File: src/rtl/pic_param_core_if.sv
// CPU-side handshake and EOI command bundle for pic_param_core.
// The controller core takes the slave modport; the CPU/command side takes master.
interface pic_param_core_if #(
   parameter int unsigned NUM_IRQ = 8
) ();
   localparam int unsigned ID_W = $clog2(NUM_IRQ);

   logic            inta;
   logic            eoi_valid;
   logic            eoi_specific;
   logic [ID_W-1:0] eoi_id;
   logic            int_out;
   logic            vector_valid;
   logic [7:0]      vector_out;

   modport master (
      output inta,
      output eoi_valid,
      output eoi_specific,
      output eoi_id,
      input  int_out,
      input  vector_valid,
      input  vector_out
   );

   modport slave (
      input  inta,
      input  eoi_valid,
      input  eoi_specific,
      input  eoi_id,
      output int_out,
      output vector_valid,
      output vector_out
   );
endinterface

File: src/rtl/pic_param_core.sv
// 8259-style interrupt controller core: IRR/ISR, nested or rotating priority, two-pulse INTA
// handshake, specific/non-specific EOI and AEOI. Define PIC_POLL_EN to add the poll command.
module pic_param_core #(
   parameter int unsigned NUM_IRQ = 8
) (
   input  logic               clk,
   input  logic               rst_n,
   input  logic [NUM_IRQ-1:0] irq_lines,
   input  logic               trig_level,
   input  logic [NUM_IRQ-1:0] irq_mask,
   input  logic               rotate_en,
   input  logic               aeoi,
   input  logic [7:0]         vec_base,
`ifdef PIC_POLL_EN
   input  logic               poll_req,
   output logic [7:0]         poll_word,
`endif
   output logic [NUM_IRQ-1:0] irr_status,
   output logic [NUM_IRQ-1:0] isr_status,
   pic_param_core_if.slave    bus
);
   localparam int unsigned     ID_W    = $clog2(NUM_IRQ);
   localparam logic [ID_W:0]   NumIrqW = (ID_W + 1)'(NUM_IRQ);
   localparam logic [ID_W-1:0] LastId  = ID_W'(NUM_IRQ - 1);

   typedef enum logic {StIdle, StWait2} state_e;

   state_e             state_q, state_d;
   logic [NUM_IRQ-1:0] irr_q, irr_d, isr_q, isr_d, prev_q;
   logic [ID_W-1:0]    id_q, id_d, last_q, last_d;
   logic               spur_q, spur_d, int_out_q, int_out_d, vv_q, vv_d;
   logic [7:0]         vo_q, vo_d;
`ifdef PIC_POLL_EN
   logic [7:0]         poll_q, poll_d;
`endif

   // Distance of ch below the current highest-priority channel hi (0 = highest).
   function automatic logic [ID_W-1:0] ch_rank(input logic [ID_W-1:0] ch,
                                                input logic [ID_W-1:0] hi);
      logic [ID_W:0] r;
      r = (ch >= hi) ? {1'b0, ch} - {1'b0, hi} : {1'b0, ch} + NumIrqW - {1'b0, hi};
      return ID_W'(r);
   endfunction

   // Highest-priority set bit of vec, walking from hi; result is {found, id}.
   function automatic logic [ID_W:0] pick(input logic [NUM_IRQ-1:0] vec,
                                          input logic [ID_W-1:0]    hi);
      logic [ID_W:0] ch;
      logic [ID_W:0] res;
      res = '0;
      for (int r = NUM_IRQ - 1; r >= 0; r--) begin
         ch = {1'b0, hi} + (ID_W + 1)'(r);
         if (ch >= NumIrqW) ch = ch - NumIrqW;
         if (vec[ID_W'(ch)]) res = {1'b1, ID_W'(ch)};
      end
      return res;
   endfunction

   logic [ID_W-1:0]    hi;
   logic [ID_W:0]      isr_top, win, eoi_top;
   logic [NUM_IRQ-1:0] above, cand;

   always_comb begin
      hi      = (rotate_en && last_q != LastId) ? last_q + ID_W'(1) : '0;
      isr_top = pick(isr_q, hi);
      above   = '0;
      for (int unsigned i = 0; i < NUM_IRQ; i++) begin
         above[ID_W'(i)] = !isr_top[ID_W] ||
                           (ch_rank(ID_W'(i), hi) < ch_rank(isr_top[ID_W-1:0], hi));
      end
      cand = irr_q & ~irq_mask & above;
      win  = pick(cand, hi);
   end

   logic [NUM_IRQ-1:0] new_edge, irr_clr, isr_set, isr_a;
   logic               eoi_hit;
   logic [ID_W-1:0]    eoi_ch;

   always_comb begin
      state_d   = state_q;
      id_d      = id_q;
      spur_d    = spur_q;
      last_d    = last_q;
      vv_d      = 1'b0;
      vo_d      = vo_q;
      int_out_d = (state_q == StIdle) && win[ID_W];
      new_edge  = irq_lines & ~prev_q;
      irr_clr   = '0;
      isr_set   = '0;
      isr_a     = isr_q;
      eoi_hit   = 1'b0;
      eoi_ch    = '0;
      eoi_top   = '0;
`ifdef PIC_POLL_EN
      poll_d    = '0;
`endif

      unique case (state_q)
         StIdle: begin
            if (bus.inta) begin
               state_d   = StWait2;
               int_out_d = 1'b0;
               // A real acknowledge needs int_out already raised and a live winner.
               if (win[ID_W] && int_out_q) begin
                  id_d                     = win[ID_W-1:0];
                  spur_d                   = 1'b0;
                  isr_set[win[ID_W-1:0]]   = 1'b1;
                  irr_clr[win[ID_W-1:0]]   = 1'b1;
               end else begin
                  id_d   = LastId;
                  spur_d = 1'b1;
               end
            end
`ifdef PIC_POLL_EN
            else if (poll_req) begin
               int_out_d = 1'b0;
               poll_d    = {win[ID_W], 2'b00, 5'(win[ID_W-1:0])};
               if (win[ID_W]) begin
                  irr_clr[win[ID_W-1:0]] = 1'b1;
                  if (aeoi) begin
                     if (rotate_en) last_d = win[ID_W-1:0];
                  end else begin
                     isr_set[win[ID_W-1:0]] = 1'b1;
                  end
               end
            end
`endif
         end
         StWait2: begin
            if (bus.inta) begin
               state_d = StIdle;
               vv_d    = 1'b1;
               vo_d    = {vec_base[7:ID_W], id_q};
               if (aeoi && !spur_q) begin
                  isr_a[id_q] = 1'b0;
                  if (rotate_en) last_d = id_q;
               end
            end
         end
      endcase

      // EOI sees the ISR after any AEOI clear; ACK1 set is ORed in afterwards.
      if (bus.eoi_valid) begin
         if (bus.eoi_specific) begin
            if ({1'b0, bus.eoi_id} < NumIrqW && isr_a[bus.eoi_id]) begin
               eoi_hit = 1'b1;
               eoi_ch  = bus.eoi_id;
            end
         end else begin
            eoi_top = pick(isr_a, hi);
            eoi_hit = eoi_top[ID_W];
            eoi_ch  = eoi_top[ID_W-1:0];
         end
      end
      if (eoi_hit) begin
         isr_a[eoi_ch] = 1'b0;
         if (rotate_en) last_d = eoi_ch;
      end

      isr_d = isr_a | isr_set;
      irr_d = trig_level ? irq_lines : ((irr_q & ~irr_clr) | new_edge);
   end

   always_ff @(posedge clk or negedge rst_n) begin
      if (!rst_n) begin
         state_q   <= StIdle;
         irr_q     <= '0;
         isr_q     <= '0;
         prev_q    <= '0;
         id_q      <= '0;
         last_q    <= LastId;
         spur_q    <= 1'b0;
         int_out_q <= 1'b0;
         vv_q      <= 1'b0;
         vo_q      <= '0;
`ifdef PIC_POLL_EN
         poll_q    <= '0;
`endif
      end else begin
         state_q   <= state_d;
         irr_q     <= irr_d;
         isr_q     <= isr_d;
         prev_q    <= irq_lines;
         id_q      <= id_d;
         last_q    <= last_d;
         spur_q    <= spur_d;
         int_out_q <= int_out_d;
         vv_q      <= vv_d;
         vo_q      <= vo_d;
`ifdef PIC_POLL_EN
         poll_q    <= poll_d;
`endif
      end
   end

   assign bus.int_out      = int_out_q;
   assign bus.vector_valid = vv_q;
   assign bus.vector_out   = vo_q;
   assign irr_status       = irr_q;
   assign isr_status       = isr_q;
`ifdef PIC_POLL_EN
   assign poll_word        = poll_q;
`endif

   // Low vector bits are replaced by the channel id.
   logic unused_vec_base;
   assign unused_vec_base = ^vec_base[ID_W-1:0];
endmodule
File: src/flat_wrapper.sv
// flat-port wrapper written by rule: the top's interface ports become plain ports
module pic_param_core_flat 
#(
   parameter int unsigned NUM_IRQ = 8
)
  (clk, rst_n, irq_lines, trig_level, irq_mask, rotate_en, aeoi, vec_base, irr_status, isr_status, bus_inta, bus_eoi_valid, bus_eoi_specific, bus_eoi_id, bus_int_out, bus_vector_valid, bus_vector_out);
  pic_param_core_if #(.NUM_IRQ(NUM_IRQ)) bus_i ();
  input  logic clk;
  input  logic rst_n;
  input  logic [NUM_IRQ-1:0] irq_lines;
  input  logic trig_level;
  input  logic [NUM_IRQ-1:0] irq_mask;
  input  logic rotate_en;
  input  logic aeoi;
  input  logic [7:0] vec_base;
  output logic [NUM_IRQ-1:0] irr_status;
  output logic [NUM_IRQ-1:0] isr_status;
  input wire logic [$bits(bus_i.inta)-1:0] bus_inta;
  input wire logic [$bits(bus_i.eoi_valid)-1:0] bus_eoi_valid;
  input wire logic [$bits(bus_i.eoi_specific)-1:0] bus_eoi_specific;
  input wire logic [$bits(bus_i.eoi_id)-1:0] bus_eoi_id;
  output wire logic [$bits(bus_i.int_out)-1:0] bus_int_out;
  output wire logic [$bits(bus_i.vector_valid)-1:0] bus_vector_valid;
  output wire logic [$bits(bus_i.vector_out)-1:0] bus_vector_out;
  assign bus_i.inta = bus_inta;
  assign bus_i.eoi_valid = bus_eoi_valid;
  assign bus_i.eoi_specific = bus_eoi_specific;
  assign bus_i.eoi_id = bus_eoi_id;
  assign bus_int_out = bus_i.int_out;
  assign bus_vector_valid = bus_i.vector_valid;
  assign bus_vector_out = bus_i.vector_out;
  pic_param_core #(.NUM_IRQ(NUM_IRQ)) u_core (.clk(clk), .rst_n(rst_n), .irq_lines(irq_lines), .trig_level(trig_level), .irq_mask(irq_mask), .rotate_en(rotate_en), .aeoi(aeoi), .vec_base(vec_base), .irr_status(irr_status), .isr_status(isr_status), .bus(bus_i));
endmodule
File: config.mk
export PLATFORM = sky130hd
export DESIGN_NAME = pic_param_core_flat
export DESIGN_NICKNAME = d
export VERILOG_FILES = /design/src/rtl/pic_param_core_if.sv /design/src/rtl/pic_param_core.sv /design/src/flat_wrapper.sv
export SDC_FILE = /design/constraint.sdc
export NUM_CORES = 1
export LEC_CHECK = 0
export ABC_AREA = 1
export ABC_CLOCK_PERIOD_IN_PS = 6800
export BUFFER_PORTS_ARGS = -buffer_cell sky130_fd_sc_hd__buf_2
export CAP_MARGIN = 10
export CORE_UTILIZATION = 58
export CTS_CLUSTER_DIAMETER = 100
export DETAILED_ROUTE_END_ITERATION = 10
export PLACE_DENSITY_LB_ADDON = 0.12
export SYNTH_ARGS = -nofsm -noshare
export SYNTH_HDL_FRONTEND = slang
export SYNTH_SLANG_ARGS = --single-unit
File: constraint.sdc
create_clock -name clk -period 6.8 [get_ports clk]
set_input_delay 1.36 -clock clk [delete_from_list [all_inputs] [get_ports clk]]
set_output_delay 1.36 -clock clk [all_outputs]
set_load 0.1 [all_outputs]
==> results.py <==
metrics = {
    "run_status": {
        "status": "finished, final reports clean",
    },
    "cells_and_area": {
        "drive_gt1_frac": 0.156,
        "num_antenna_cells": 0,
        "area_delta_synth_final_pct": 11.1,
        "fillers": 633,
        "num-nets-final": 768,
    },
    "worst_hold_path": {
        "min_path_type": "register to register",
        "holdPathStages": 1,
    },
    "logic_synthesis": {
        "syn_nets": 711,
        "synth-async-reset-ratio": 1.00,
        "seq_area_frac_synth": 0.262,
        "syn_inst": 666,
        "synth_seq_cells": 42,
        "ys.flop_type": "dfrtp_1",
        "synth_edf_count": 0,
        "synth_top_area_cell": "dfrtp_1",
        "synth_area_leaders": "dfrtp_1 24%, nand2_1 19%, nand3_1 13%, inv_1 8.0%, o21ai_0 6.2%",
        "synth_area_per_cell_um2": 6.05,
        "yosys.area.top_type_share": 0.242,
        "ys_top_cells_by_count": "209 x nand2_1, 103 x nand3_1, 86 x inv_1, 50 x nor2_1, 50 x o21ai_0",
        "yosysMostFrequentCell": "nand2_1",
        "yosysUniqueCellTypes": 39,
        "yosys_warnings": 0,
        "synth_area_um2": 4030,
    },
    "worst_setup_path": {
        "worstSetupPathType": "input pin to register",
        "path_common_cell": "nand2_1",
        "cp-end-kind": "register",
        "arrival_ns": 6.39,
        "worst_path_largest_cell_delay_ns": 0.52,
        "startpoint_type": "input pin",
        "crit_required_ns": 6.99,
        "cp_slowest_cell": "fa_1",
        "r2r_cells": 40,
        "path_max_fanout": 11,
    },
    "timing": {
        "max_slew.worst_pin.slew_ns": 0.877,
        "post-route-period-util": 0.912,
        "setup_viol": 0,
        "fin_crit_ns": 6.20,
        "rsz0062_at_grt": "no",
        "timing.clock.skew_ns": 0.00711,
        "hold_viol": 0,
        "fin_ws_ns": 0.596,
        "tns_ns": 0,
        "fmax_ghz": 0.161,
        "slew_headroom": 0.415,
        "slew_viol_final": 0,
    },
    "clock_tree": {
        "cts_tree": "done",
        "post-cts-setup-buffers": 0,
        "cts_max_level": 2,
        "cts.sinks": 42,
        "path_clk_slew_ns": 0.08,
        "clock-root-buffer": "clkbuf_8",
        "clock_path_buffers": 2,
        "numCtsBuffers": 5,
        "clk-insertion-delay-late_ns": 0.29,
    },
    "global_routing": {
        "groute.usage.overall": 0.321,
        "antenna_found_initial": 0,
        "met1_usage": 0.436,
        "busiest_layer": "met2",
        "grt_max_degree": 43,
        "grt_pass1_vias": 4149,
        "grt_pass1_wl_um": 18700,
        "use_met2": 0.535,
        "overflow": 0,
        "grt_use_met3": 0.0302,
    },
    "floorplanning": {
        "die_h_um": 85.4,
        "die-area_um2": 7290,
        "die_x_um": 85.4,
        "design.core.area_um2": 6760,
        "rows": 30,
        "start_util": 0.597,
        "ios": 61,
    },
    "drt": {
        "drt-wirelength-per-cell_um": 14.3,
        "dr.pass1.iters": 5,
        "drc": 0,
        "drt_iter0_drc": 434,
        "drtAntennaViolNets": 0,
        "viasPerCell": 5.72,
        "wirelength_um": 11500,
        "via_count": 4598,
    },
    "placed_design": {
        "dp_hpwl_um": 8940,
        "pre_cts_ws_ns": 0.220,
        "portBuffers": 57,
        "gp_congestion": 1.03,
    },
    "job": {
        "maxCapViolCount": 0,
    },
}
==> critical path, delay by kind of cell <==
family | cells | cell delay [ns]
AO/OA/AOI/OAI | 6 | 0.63
adder cells (fa/ha/maj) | 2 | 0.82
buffers and inverters | 6 | 0.60
AND/OR/NAND/NOR | 25 | 2.95
==> area by class of cell <==
cell class / instances / area, um^2 / share of cell area
tap: 80 / 100 / 0.0224
inverter: 94 / 358 / 0.0799
timing repair buffer: 65 / 349 / 0.0780
sequential: 42 / 1050 / 0.236
multi-input combinational: 515 / 2540 / 0.566
clock buffer: 8 / 80.1 / 0.0179
==> worst paths after layout <==
path | end | slack, ns | startpoint
max in group asynchronous | u_core.bus.vector_out[7] | 5.06 | rst_n
max | u_core.irr_status[2] | 0.60 | rotate_en
min in group asynchronous | u_core.irr_status[6] | 1.18 | rst_n
min | u_core.bus.vector_out[5] | 0.51 | u_core.bus.vector_out[5]
min reg2reg | u_core.bus.vector_out[5] | 0.51 | u_core.bus.vector_out[5]
max reg2reg | u_core.irr_status[2] | 0.77 | u_core.last_q[1]
==> per-stage QoR <==
step / instances / hold slack (ns) / util / area, um^2
after floorplan: 666 / 0.464 / - / 4030
after global placement: 796 / 0.479 / 0.647 / 4370
after detailed placement: 796 / 0.491 / 0.647 / 4370
after CTS: 804 / 0.507 / 0.659 / 4450
after global routing: 804 / 0.519 / 0.663 / 4480
final: 804 / 0.508 / 0.663 / 4480
==> sequential cells by signal (all words and copies together) (netlist names) <==
name,cells
u_core.bus.vector_out,8
u_core.irr_status,8
u_core.isr_status,8
u_core.prev_q,8
u_core.id_q,3
u_core.last_q,3
u_core.bus.int_out,1
u_core.bus.vector_valid,1
u_core.spur_q,1
u_core.state_q,1
==> layout by cell type, fill, tap and decap left out, drive strengths merged, types with 2 or more instances in the layout <==
master  netlist  layout
o21ai        59      59
ha            9       9
o21a          2       2
o31ai         2       2
o211ai        6       6
dfrtp        39      39
nor3          6       6
inv          93      93
nor2         55      55
nand2       223     223
dfstp         3       3
a31oi         2       2
clkbuf        1       8
a21oi        24      24
buf          14      65
nand4         4       4
nand3       107     107
mux2          6       6
o22ai         4       4
==> logic make-up after synthesis <==
family          synth area share
buf+inv                    0.114
compound gates             0.139
flops                      0.262
fa+ha+maj                 0.0329
mux                       0.0192
simple gates               0.434
==> layer usage <==
metal,vias up,share of wire
li1,2284,-
met1,2033,0.41
met2,250,0.47
met3,31,0.084
met4,0,0.028
met5,-,0
==> repair_timing <==
item | 4_1_cts | 5_1_grt
endpoints found under the setup margin | 0 | 14
gates resized for setup | 0 | 5
hold buffers | 0 | 0
Power is not shown: default switching activity piles up to over one toggle a cycle in this logic, so the estimate is an artifact.
